### config.mk
export PLATFORM = sky130hd
export DESIGN_NAME = datapath_step_sequencer
export DESIGN_NICKNAME = d
export VERILOG_FILES = /design/src/rtl/datapath_step_sequencer.sv
export SDC_FILE = /design/constraint.sdc
export NUM_CORES = 1
export LEC_CHECK = 0
export CAP_MARGIN = 20
export CORE_MARGIN = 4
export CORE_UTILIZATION = 36
export CTS_BUF_LIST = sky130_fd_sc_hd__clkbuf_16
export CTS_CLUSTER_SIZE = 40
export DETAILED_ROUTE_END_ITERATION = 7
export GPL_ROUTABILITY_DRIVEN = 1
export PLACE_DENSITY = 0.55
export SYNTH_ARGS = -nofsm -noshare
export SYNTH_HDL_FRONTEND = slang
export SYNTH_SLANG_ARGS = --single-unit
export TNS_END_PERCENT = 1
### constraint.sdc
create_clock -name clk -period 2.6 [get_ports clk]
set_input_delay 0.26 -clock clk [delete_from_list [all_inputs] [get_ports clk]]
set_output_delay 0.26 -clock clk [all_outputs]
set_load 0.02 [all_outputs]
### src/rtl/datapath_step_sequencer.sv
// datapath_step_sequencer
//   Program-buffer driven control sequencer for a simple datapath. Fetches
//   16-bit instructions from a small writable buffer and walks them through
//   FETCH / EXEC / MEM / WB states, producing registered (Moore) control
//   fields for the register file, ALU and data memory.
//
//   Instruction word: [15:12] opcode, [11:8] rdest, [7:0] imm, [3:0] rsrc.
//   Opcodes: 0 LI, 1 ADD, 2 STORE, 3 LOAD, F HALT, anything else NOP.
//
//   Build option: define DATAPATH_SEQ_STEP_EN to compile in the push-button
//   step synchronizer and run_mode gating. Without it, step and run_mode are
//   ignored and the sequencer advances every cycle.
//
// Ports
//   clk           system clock, rising edge
//   reset         asynchronous, active-high; clears all state except the buffer
//   step          raw push-button, active-low, asynchronous to clk
//   run_mode      1 = free-run, 0 = one state per step press
//   start         pulse; leaves IDLE/HALT and restarts at pc=0
//   prog_we       program buffer write enable (honoured only in IDLE/HALT)
//   prog_addr     program buffer write address
//   prog_data     program word
//   inst          latched current instruction
//   reg_write     register file write strobe
//   reg_write_src 0 = ALU result, 1 = memory data
//   alu_A_src     0 = zero, 1 = register rdest
//   alu_B_src     0 = register rsrc, 1 = immediate
//   alu_cont      ALU operation
//   mem_addr      data memory address
//   mem_write     data memory write strobe
//   pc            program counter
//   state         current state code
//   halted        high while in HALT
module datapath_step_sequencer #(
    parameter int unsigned DEPTH  = 8,
    parameter int unsigned ADDR_W = 8,
    localparam int unsigned PW    = $clog2(DEPTH)
) (
    input  logic              clk,
    input  logic              reset,
    input  logic              step,
    input  logic              run_mode,
    input  logic              start,
    input  logic              prog_we,
    input  logic [PW-1:0]     prog_addr,
    input  logic [15:0]       prog_data,
    output logic [15:0]       inst,
    output logic              reg_write,
    output logic              reg_write_src,
    output logic              alu_A_src,
    output logic [1:0]        alu_B_src,
    output logic [4:0]        alu_cont,
    output logic [ADDR_W-1:0] mem_addr,
    output logic              mem_write,
    output logic [PW-1:0]     pc,
    output logic [2:0]        state,
    output logic              halted
);

    typedef enum logic [2:0] {
        S_IDLE  = 3'd0,
        S_FETCH = 3'd1,
        S_EXEC  = 3'd2,
        S_MEM   = 3'd3,
        S_WB    = 3'd4,
        S_HALT  = 3'd5
    } state_t;

    localparam logic [3:0] OP_LI    = 4'h0;
    localparam logic [3:0] OP_ADD   = 4'h1;
    localparam logic [3:0] OP_STORE = 4'h2;
    localparam logic [3:0] OP_LOAD  = 4'h3;
    localparam logic [3:0] OP_HALT  = 4'hF;

    state_t          cur_state, nxt_state;
    logic [PW-1:0]   pc_q, nxt_pc;
    logic [15:0]     inst_q, nxt_inst;
    logic [15:0]     prog_buf [DEPTH];
    logic            advance;

    // Control fields for the state being entered; registered below so all
    // outputs change together with the state.
    logic              d_reg_write, d_reg_write_src, d_alu_A_src, d_mem_write;
    logic [1:0]        d_alu_B_src;
    logic [4:0]        d_alu_cont;
    logic [ADDR_W-1:0] d_mem_addr;
    logic [3:0]        nxt_op;

`ifdef DATAPATH_SEQ_STEP_EN
    // Two-flop synchronizer plus one delay flop for the falling-edge detect.
    // Idle level of the button is high, so reset to 1 to avoid a false press.
    logic step_s1, step_s2, step_s3;

    always_ff @(posedge clk or posedge reset) begin
        if (reset) begin
            step_s1 <= 1'b1;
            step_s2 <= 1'b1;
            step_s3 <= 1'b1;
        end else begin
            step_s1 <= step;
            step_s2 <= step_s1;
            step_s3 <= step_s2;
        end
    end

    assign advance = run_mode | (step_s3 & ~step_s2);
`else
    logic unused_inputs;
    assign unused_inputs = ^{step, run_mode};
    assign advance       = 1'b1;
`endif

    // Program buffer: not reset; writes only while the sequencer is parked.
    always_ff @(posedge clk) begin
        if (prog_we && (cur_state == S_IDLE || cur_state == S_HALT)) begin
            prog_buf[prog_addr] <= prog_data;
        end
    end

    // Next-state, next-pc, next-instruction. start from IDLE/HALT does not
    // depend on advance.
    always_comb begin
        nxt_state = cur_state;
        nxt_pc    = pc_q;
        nxt_inst  = inst_q;
        unique case (cur_state)
            S_IDLE, S_HALT: begin
                if (start) begin
                    nxt_state = S_FETCH;
                    nxt_pc    = '0;
                end
            end
            S_FETCH: begin
                if (advance) begin
                    nxt_inst  = prog_buf[pc_q];
                    nxt_state = S_EXEC;
                end
            end
            S_EXEC: begin
                if (advance) begin
                    case (inst_q[15:12])
                        OP_HALT:           nxt_state = S_HALT;
                        OP_STORE, OP_LOAD: nxt_state = S_MEM;
                        OP_LI, OP_ADD:     nxt_state = S_WB;
                        default: begin
                            nxt_state = S_FETCH;
                            nxt_pc    = pc_q + PW'(1);
                        end
                    endcase
                end
            end
            S_MEM: begin
                if (advance) begin
                    if (inst_q[15:12] == OP_LOAD) begin
                        nxt_state = S_WB;
                    end else begin
                        nxt_state = S_FETCH;
                        nxt_pc    = pc_q + PW'(1);
                    end
                end
            end
            S_WB: begin
                if (advance) begin
                    nxt_state = S_FETCH;
                    nxt_pc    = pc_q + PW'(1);
                end
            end
            default: nxt_state = S_IDLE;
        endcase
    end

    // Moore decode of the upcoming state/instruction.
    always_comb begin
        d_reg_write     = 1'b0;
        d_reg_write_src = 1'b0;
        d_alu_A_src     = 1'b0;
        d_alu_B_src     = 2'd0;
        d_alu_cont      = 5'd0;
        d_mem_addr      = '0;
        d_mem_write     = 1'b0;
        nxt_op          = nxt_inst[15:12];
        if (nxt_state == S_EXEC || nxt_state == S_MEM || nxt_state == S_WB) begin
            case (nxt_op)
                OP_LI: begin
                    d_alu_B_src = 2'd1;
                    d_alu_cont  = 5'b01000;
                end
                OP_ADD: begin
                    d_alu_A_src = 1'b1;
                    d_alu_cont  = 5'b00011;
                end
                OP_STORE, OP_LOAD: begin
                    d_alu_A_src = 1'b1;
                    d_alu_B_src = 2'd1;
                    d_alu_cont  = 5'b00011;
                    d_mem_addr  = ADDR_W'(nxt_inst[7:0]);
                end
                default: ;
            endcase
            d_mem_write     = (nxt_state == S_MEM) && (nxt_op == OP_STORE);
            d_reg_write     = (nxt_state == S_WB);
            d_reg_write_src = (nxt_state == S_WB) && (nxt_op == OP_LOAD);
        end
    end

    always_ff @(posedge clk or posedge reset) begin
        if (reset) begin
            cur_state     <= S_IDLE;
            pc_q          <= '0;
            inst_q        <= '0;
            reg_write     <= 1'b0;
            reg_write_src <= 1'b0;
            alu_A_src     <= 1'b0;
            alu_B_src     <= 2'd0;
            alu_cont      <= 5'd0;
            mem_addr      <= '0;
            mem_write     <= 1'b0;
            halted        <= 1'b0;
        end else begin
            cur_state     <= nxt_state;
            pc_q          <= nxt_pc;
            inst_q        <= nxt_inst;
            reg_write     <= d_reg_write;
            reg_write_src <= d_reg_write_src;
            alu_A_src     <= d_alu_A_src;
            alu_B_src     <= d_alu_B_src;
            alu_cont      <= d_alu_cont;
            mem_addr      <= d_mem_addr;
            mem_write     <= d_mem_write;
            halted        <= (nxt_state == S_HALT);
        end
    end

    assign state = cur_state;
    assign pc    = pc_q;
    assign inst  = inst_q;

endmodule

; Yosys cells after proc, flatten, opt, wreduce, memory -nomap -nowiden
; Memories as Yosys holds them, arrays and structs flattened.
; Cells that the tools add are included.
[classes]
addsub = 1
n_eq_ne = 19
n_mux = 22
n_reduce_logical = 18
[ops]
columns = operator, n
row1 = $eq A4 B2 Y1 const B, 4
row2 = $mux W16, 1
row3 = $mux W8, 2
row4 = $mux W3, 5
row5 = $pmux W3 S5, 1
row6 = $eq A3 B2 Y1 const B, 4
row7 = $eq A3 B3 Y1 const B, 4
row8 = $pmux W3 S4, 1
row9 = $mux W1, 9
row10 = $pmux W3 S3, 1
row11 = $eq A4 B1 Y1 const B, 2
row12 = $logic_not A4 Y1, 2
row13 = $pmux W4 S2, 1
row14 = $reduce_or A2 Y1, 4
row15 = $ne A2 B2 Y1 const B, 3
row16 = $reduce_or A3 Y1, 2
row17 = $reduce_or A5 Y1, 1
row18 = $eq A4 B4 Y1 const B, 1
row19 = $mux W4, 1
row20 = $reduce_and A4 Y1, 1
row21 = $reduce_bool A4 Y1, 1
row22 = $add A3 B1 Y3 const B, 1
row23 = $eq A3 B1 Y1 const B, 1
row24 = $logic_and A1 B1 Y1, 3
row25 = other kinds (2), 4
[word_totals]
regBits = 42
mem_bits_rw = 128
input_bits = 25
out_inout_bits = 42
mem_count = 1
[memory_table]
columns = memory, depth, word_bits, read_ports, rd_clocked_by_memory_dff, wr, line
row1 = prog_buf, 8, 16, 1, 0, 1, 78  ; logic [15:0] prog_buf [DEPTH];

; Longest topological paths before layout
; Gate-level depths: netlist of run 1.
[logic_depth]
depth_word = 8
mapped_depth = 8
ltp_nobuf = 5

; Least setup slack after synthesis of run 1
; OpenSTA, ideal clock, no wires.
[synth_timing]
path_kind = flip-flop to flip-flop
start = register cur_state[0], in the netlist state[0]
end = memory prog_buf[0][0] (enable)
setup_ns = 0.409
t_arrival_ns = 2.294
path_slack_ns = -0.103
path_stages_with_launch = 6
synth_period_minus_slack_ns = 2.703
path_cell_list = dfrtp_1 -> buf_2 -> xor2_1 -> nor3b_1 -> nand2b_1 -> nor3_1
[synth_via]
elab_chain_cells = 5
[synth_lines]
columns = item, line
row1 = "start, declared", 75  ; state_t cur_state, nxt_state;
row2 = "start signal, assigned", 220  ; cur_state <= nxt_state;
row3 = $eq A3 B3 Y1 or $logic_not A3 Y1 (tied branches), 115  ; if (prog_we && (cur_state == S_IDLE || cur_state == S_HALT)) begin
row4 = $logic_or A1 B1 Y1 *, 115
row5 = $logic_and A1 B1 Y1 *, 115
row6 = $mux W1 *, 115
row7 = $mux W1 (implied by the code) *, 116  ; prog_buf[prog_addr] <= prog_data;
row8 = "end, declared", 78
; Mark *: on every way between the ends. The rest lies on a longest branch, timed or not.

; Worst setup path after layout of run 1
[layout_timing]
start = register pc_q[0], in the netlist pc[0]
end = register alu_A_src
[layout_via]
elab_chain_cells = 6
[layout_lines]
columns = item, line
row1 = "start, declared", 76  ; logic [PW-1:0] pc_q, nxt_pc;
row2 = "start signal, assigned", 221  ; pc_q <= nxt_pc;
row3 = $mem_v2 Z8 W16 *, --
row4 = $mux W16 *, 126  ; unique case (cur_state)
row5 = net nxt_inst[12], 77  ; logic [15:0] inst_q, nxt_inst;
row6 = $eq A4 B2 Y1 or $eq A4 B1 Y1 (tied branches), 183  ; case (nxt_op)
row7 = $reduce_or A3 Y1 (no line) *, --
row8 = $mux W1 *, 183
row9 = $mux W1 *, 182  ; if (nxt_state == S_EXEC || nxt_state == S_MEM || nxt_state == S_WB) begin
row10 = net d_alu_A_src, 83  ; logic d_reg_write, d_reg_write_src, d_alu_A_src, d_mem_write;
row11 = "end signal, assigned", 225  ; alu_A_src <= d_alu_A_src;
row12 = "end, declared", 50  ; output logic alu_A_src,
; The timed path passes the listed nets; every way through them passes the cells marked *.
; A chain may end at the register's enable or synchronous reset.

==> results of run 1 <==
## routing by layer
metal	vias to the layer above	GRT usage
met5	-	0
met4	0	0.05553
met3	20	0.02847
met2	71	0.2072
met1	1698	0.1687
li1	1525	-
## stage by stage
step	utilization	worst slack, ns	std cells	hold slack [ns]
CTS	0.4510	0.2793	672	0.2596
global route	0.4510	0.1807	672	0.3150
finish	0.4510	0.3087	672	0.2459
floorplan	-	-0.09974	355	0.3589
detailed placement	0.4205	0.3055	640	0.4847
global placement	0.4205	0.3294	640	0.4676
## cells by family (layout without fill, tap and decap cells)
group                      Yosys count  in the layout  share of synthesized area
muxes                               55             55                     0.1397
other                                1              3                  0.0005734
xor gates and xnor gates             1              1                   0.001339
AOI/OAI and AO/OA                   33             33                    0.03616
buffers and inverters               30            118                    0.02774
and+or+nand+nor                     66             66                    0.05950
adders and majority gates            1              1                   0.001913
DFF                                166            166                     0.7331
## report_power, final
part / switching [uW] / internal (uW)
sequential: 250 / 3180
combinational: 1350 / 1130
clock: 923 / 1380
## cell usage after synthesis, types with 2 or more instances
| library cell | count |
|---|---|
| clkbuf_1 | 2 |
| edfxtp_1 | 128 |
| dfrtp_1 | 38 |
| buf_4 | 5 |
| o21a_1 | 2 |
| nor3b_2 | 8 |
| nor2_1 | 18 |
| o21bai_1 | 2 |
| nand2_1 | 21 |
| mux2i_1 | 26 |
| nor3_1 | 4 |
| mux4_2 | 29 |
| buf_2 | 9 |
| inv_1 | 9 |
| a21oi_1 | 4 |
| o21ai_1 | 2 |
| o21ai_0 | 13 |
| buf_6 | 3 |
| a41oi_1 | 2 |
| nand2b_1 | 4 |
| nor3b_1 | 3 |
## cell type report
type	instances	share of cell area
inverters	9	0.004184
clock inverters	15	0.01488
flip-flops and latches	166	0.5940
repair buffers	77	0.1029
well taps	229	0.03549
multi-input cells	159	0.1959
clock buffers	17	0.05269
## worst max-delay path by stage
stage                   from              to  slack, ns  cells after the start
floorplan           state[0]  prog_buf[1][0]       -0.1                      5
global placement       pc[0]     alu_cont[1]       0.33                      6
detailed placement     pc[0]       alu_A_src       0.31                      6
CTS                    pc[2]           pc[2]       0.28                      1
global route           pc[0]       alu_A_src       0.18                      6
finish                 pc[0]       alu_A_src       0.31                      6
## worst max-delay path, cell delays in order, from the launching register on
cell     delay (ns)
dfrtp_2        0.66
buf_4          0.26
mux4_2         0.52
mux2i_1        0.29
o21ai_1        0.19
nor2_1         0.17
nor2_1         0.07
## flip-flops by register name (all words and copies together) (netlist names), 2 cells and up
name,cells
alu_cont,2
mem_addr,8
pc,3
state,3
inst,16
prog_buf,128
==> impl_results.md, run 1 <==
* Via count at between 3000 and 4000
* Final Slew Violations at 0
* Final Hold Fails at 0
* Post-layout minimum cycle time at between 2 and 2.5 ns
* Hold Buf Count CTS at 0
* DRT met1 WL at about 5500 um
* Outcome: finished clean
* TritonCTS buffer count at 17
* Register Area at approximately 0.0048 sq mm
* Largest net degree at the start of global routing at 39
* Register area share after synthesis at 0.7331
* Vias per Instance at between 4 and 5
* Met3 Routed Length at between 500 and 600 um
* Total Power Consumption at about 8200 uW
* Tot GR Track Use at 0.1285
* Setup violations, final at 0
* Post-Syn Area at 0.006540 sq mm
* Tightest Hold Check Type: input port to asynchronous set/reset pin
* Worst r2r src: pc[0]
* Rows at between 40 and 50
* EDFF count, synth at between 100 and 150
* H-tree depth at 4
* Post-Syn Instances at around 350
* RSZ-0062 raised after global routing: no
* Largest cells by area after synthesis: edfxtp_1, dfrtp_1, mux4_2
* Yosys top cell by area: edfxtp_1
* Type of origin of the critical path: register
* Synth top area share at 0.5877
* Fill cell count at about 1600
* Clock sink count at between 150 and 200
* Setup_tns at 0 ns
* Commonest cells after routing, fill and taps aside: edfxtp_1, clkdlybuf4s50_1, dfrtp_1
* Initial Utilization at 0.3653
* Top FF cell, synth: edfxtp_1
* Initial antenna violation count at 0
* CTS clock-pin slew for the worst setup and hold paths at 0.06 ns
* Crit path kind: register to register
* I/O Buffers at 61
* Ant diodes at 0
* Fin area at 0.008074 sq mm
* DP Wirelength at around 7800 um
* Die width at 142.8 um
* Total grt overflow at 0
* Peak fanout along the critical path at 16
* Gpl congestion at a little over 0.7
* Worst slew pin tran at about 0.75 ns
* Core area at approximately 0.018 sq mm
* CP endpoint kind: register
* Clk_skew at 0.005665 ns
* I/O pin count at 67
* R2R Path End: alu_A_src
* Setup bufs post-CTS at 0
* Clk_lat worst skew at between 0.4 and 0.5 ns
* Highest metal used: met4
* Full die area at slightly above 0.02 sq mm
* Met2 wire length at between 6000 and 7000 um
* Lkg Pwr at approximately 0.0027 uW
* Pre-Repair DR Iteration Count at 6
* Period utilization at 0.8813
* Netlist cell types at 42
* Ys Warns at 0
* FFs w/ async S/R, synth at 0.2289
* Die Height at around 140 um
* Worst endpoint required time at about 2.9 ns
* First DRT Iteration DRCs at 113
* Detail Route Antenna Nets at 0
* Final wirelength at approximately 12000 um
* Cells on worst reg2reg path at 6
* Synth Register Bits at between 150 and 200
* Routed len/inst at approximately 18 um
* Worst slew margin at 0.5027
* Vias in the first global route at 3384
* Share of post-route cells with drive strength above 1 at 0.1919
* First-pass GRT wire length at between 15000 and 20000 um
* R2r setup slk at between 0.3 and 0.4 ns
* Commonest non-fill, non-tap cell in the layout: edfxtp_1
* Area Overhead vs Synth at 23.46%
* Area of the multi-input gates at 0.001582 sq mm
* Syn avg cell area at approximately 19 sq um
* Post-cts sizing count at 0
* Layout Nets at between 400 and 500
* Power density cells at roughly 1000 mW/mm^2
* Drt drc at 0
* Worst IR drop on VDD at about 0.62 mV
* TritonCTS clock tree: done
* CTS max path bufs at 2
* Placed cell area at 0.007528 sq mm
* Crit path DAT at roughly 2.6 ns
* Max_cap viols at 0
* Fmax at 436.4 MHz
* CTS Root Cell: clkbuf_16
No activity file was read; power rests on OpenSTA's default activity.
==> run 2, diff against run 1 <==
Settings changed: GPL_TIMING_DRIVEN set to 0.
==> run 2 against run 1 <==
Against the previous run:
- utilization rose by 0.84 points
- clock skew fell by 0.00060 ns
- cell count grew 2.1%
- maximum frequency barely moved
- worst hold slack improved by 0.060 ns
- critical path depth unchanged
- critical path type unchanged
==> impl_results.md, run 2 (same netlist as run 1, synthesis figures left out) <==
* Clock Power Share at 0.291
* Vias in the first global route at between 3000 and 4000
* Clock sink count at roughly 170
* Fin area at around 0.0082 sq mm
* Peak fanout along the critical path at 10
* DP Cell Count at 654
* Sw Pwr at roughly 2600 uW
* I/O pin count at between 60 and 70
* Slowest Stage Delay on Critical Path at ~0.5 ns
* DP Wirelength at slightly below 9000 um
* First DRT Iteration DRCs at between 200 and 250
* R2r setup slk at just over 0.3 ns
* Die Height at roughly 140 um
* Most frequent CP cell: buf_2
* Share of post-route cells with drive strength above 1 at 0.2363
* CTS max path bufs at 2
* Type of origin of the critical path: register
* Die width at about 140 um
* Initial antenna violation count at 0
* Most flops, register: prog_buf
* RSZ-0062 raised after global routing: no
* Sw Ratio at 0.3109
* First-pass GRT wire length at around 20000 um
* Worst IR drop on VDD at between 0.5 and 0.6 mV
* Commonest cells after routing, fill and taps aside: edfxtp_1, clkdlybuf4s50_1, dfrtp_1
* Combinational power share at 0.314
* Clk_lat worst skew at around 0.42 ns
* Critical path, cell by cell: buf_2 -> buf_2 -> mux4_2 -> mux2i_1 -> o21ai_0 -> nor3b_2
* Largest register FFs at 128
* Worst Setup SP: pc[1]
* Cells on worst reg2reg path at 6
* Ant diodes at 0
* Final Hold Fails at 0
* Internal power at just under 6000 uW
* CP top delay family: buffers and inverters
* R2R Path End: mem_addr[7]
* Rows at a little under 50
* Pre-Repair DR Iteration Count at 4
* Crit path DAT at 2.58 ns
* Worst slew pin tran at approximately 0.78 ns
* CP endpoint kind: register
* H-tree depth at 4
* Register Area at 0.004795 sq mm
* Power density cells at 1033 mW/mm^2
* Crit path to: mem_addr[7]
* Routed len/inst at about 19 um
* CP max-delay cell: dfrtp_1
* Max_cap viols at 0
* Final core occ at 0.4594
* Fmax at approximately 440 MHz
* Worst endpoint required time at between 2 and 3 ns
* Commonest non-fill, non-tap cell in the layout: edfxtp_1
* Setup WS pre-CTS at -0.1463 ns
* CTS Root Cell: clkbuf_16
* Core area at around 0.018 sq mm
* Post-layout minimum cycle time at between 2 and 2.5 ns
* I/O Buffers at between 60 and 70
* Outcome: finished clean
* Flop pwr share at 0.395
* Critical path depth at 6
* Worst r2r src: pc[1]
* Clk_skew at roughly 0.005 ns
* Period utilization at 0.8814
* Worst slew margin at 0.4771
* Fill cell count at approximately 1600
* Tightest Hold Check Type: input port to asynchronous set/reset pin
* Placed cell area at 0.007612 sq mm
* Hold WS at 0.3062 ns
* Tot GR Track Use at 0.1324
* Gpl congestion at ~0.69
* Layout Nets at 470
* Buffers & Inverters on Critical Path at 2
* TritonCTS clock tree: done
* Crit path kind: register to register
* Initial Utilization at 0.3653
* Setup violations, final at 0
* Hold Buf Count CTS at 0
* Detail Route Antenna Nets at 0
* Worst setup margin at approximately 0.31 ns
* Vias per Instance at between 4 and 5
* Area Overhead vs Synth at 25.75%
* Drt drc at 0
* Final wirelength at around 13000 um
* Final cell count without fillers at between 600 and 700
* TritonCTS buffer count at 17
* Area of the multi-input gates at about 0.0016 sq mm
* Largest net degree at the start of global routing at 39
* Total grt overflow at 0
* Final Slew Violations at 0
* Full die area at ~0.02 sq mm
* Lkg Pwr at around 0.0028 uW
* Via count at between 3000 and 4000
* CTS clock-pin slew for the worst setup and hold paths at 0.06 ns
run 2: cell types whose count changed in the layout (fill, tap and decap cells not counted), sizes merged:
cell and change:
bufinv +1, clkinvlp +3, clkbuf +2, clkinv -6, inv +2, buf +12
run 2: final cells by class:
cell class	count	share of cell area
sequential	166	0.5830
multi-input combinational	159	0.1973
timing repair buffer	70	0.09083
clock buffer	17	0.05173
tap	229	0.03484
clock inverter	15	0.02023
buffer	21	0.01795
inverter	9	0.004108
run 2: power by group through the flow:
| stage | combinational, uW | clock (uW) | sequential (uW) |
|---|---|---|---|
| after floorplan | 1500 | 0 | 3630 |
| after global placement | 2620 | 0 | 3400 |
| after detailed placement | 2700 | 0 | 3410 |
| after CTS | 2710 | 2540 | 3360 |
| after global routing | 2900 | 2660 | 3390 |
| final | 2670 | 2480 | 3350 |
run 2: metal layers:
layer,track usage,share of wire,vias up
li1,-,-,1548
met1,0.1750,0.44,1675
met2,0.2112,0.49,86
met3,0.03717,0.054,13
met4,0.04752,0.015,0
met5,0,0,-
run 2: worst min path at each step:
stage                 startpoint              to  cells after the start
floorplan           prog_data[0]  prog_buf[0][0]                      0
global placement         inst[9]         inst[9]                      2
detailed placement       inst[9]         inst[9]                      2
CTS                        reset     mem_addr[6]                      2
global route               reset         inst[9]                      2
finish                     reset         inst[9]                      2
run 2: worst register-to-register path, cell delays in order (launching register included):
cell and delay (ns):
dfrtp_1 0.50, buf_2 0.36, buf_2 0.35, mux4_2 0.36, mux2i_1 0.26, o21ai_0 0.15, nor3b_2 0.19
run 2: what timing repair did:
action | 4_1_cts | 5_1_grt
setup buffers | 0 | 0
pin swaps | 0 | 0
gates resized for setup | 3 | 1
setup endpoints to repair | 23 | 75
run 2: stage by stage:
step	total power, uW	TNS (ns)
after floorplan	5125	-1.596
after global placement	6021	-105.52
after detailed placement	6111	-2.322
after CTS	8611	0
after global routing	8951	0
final	8495	0
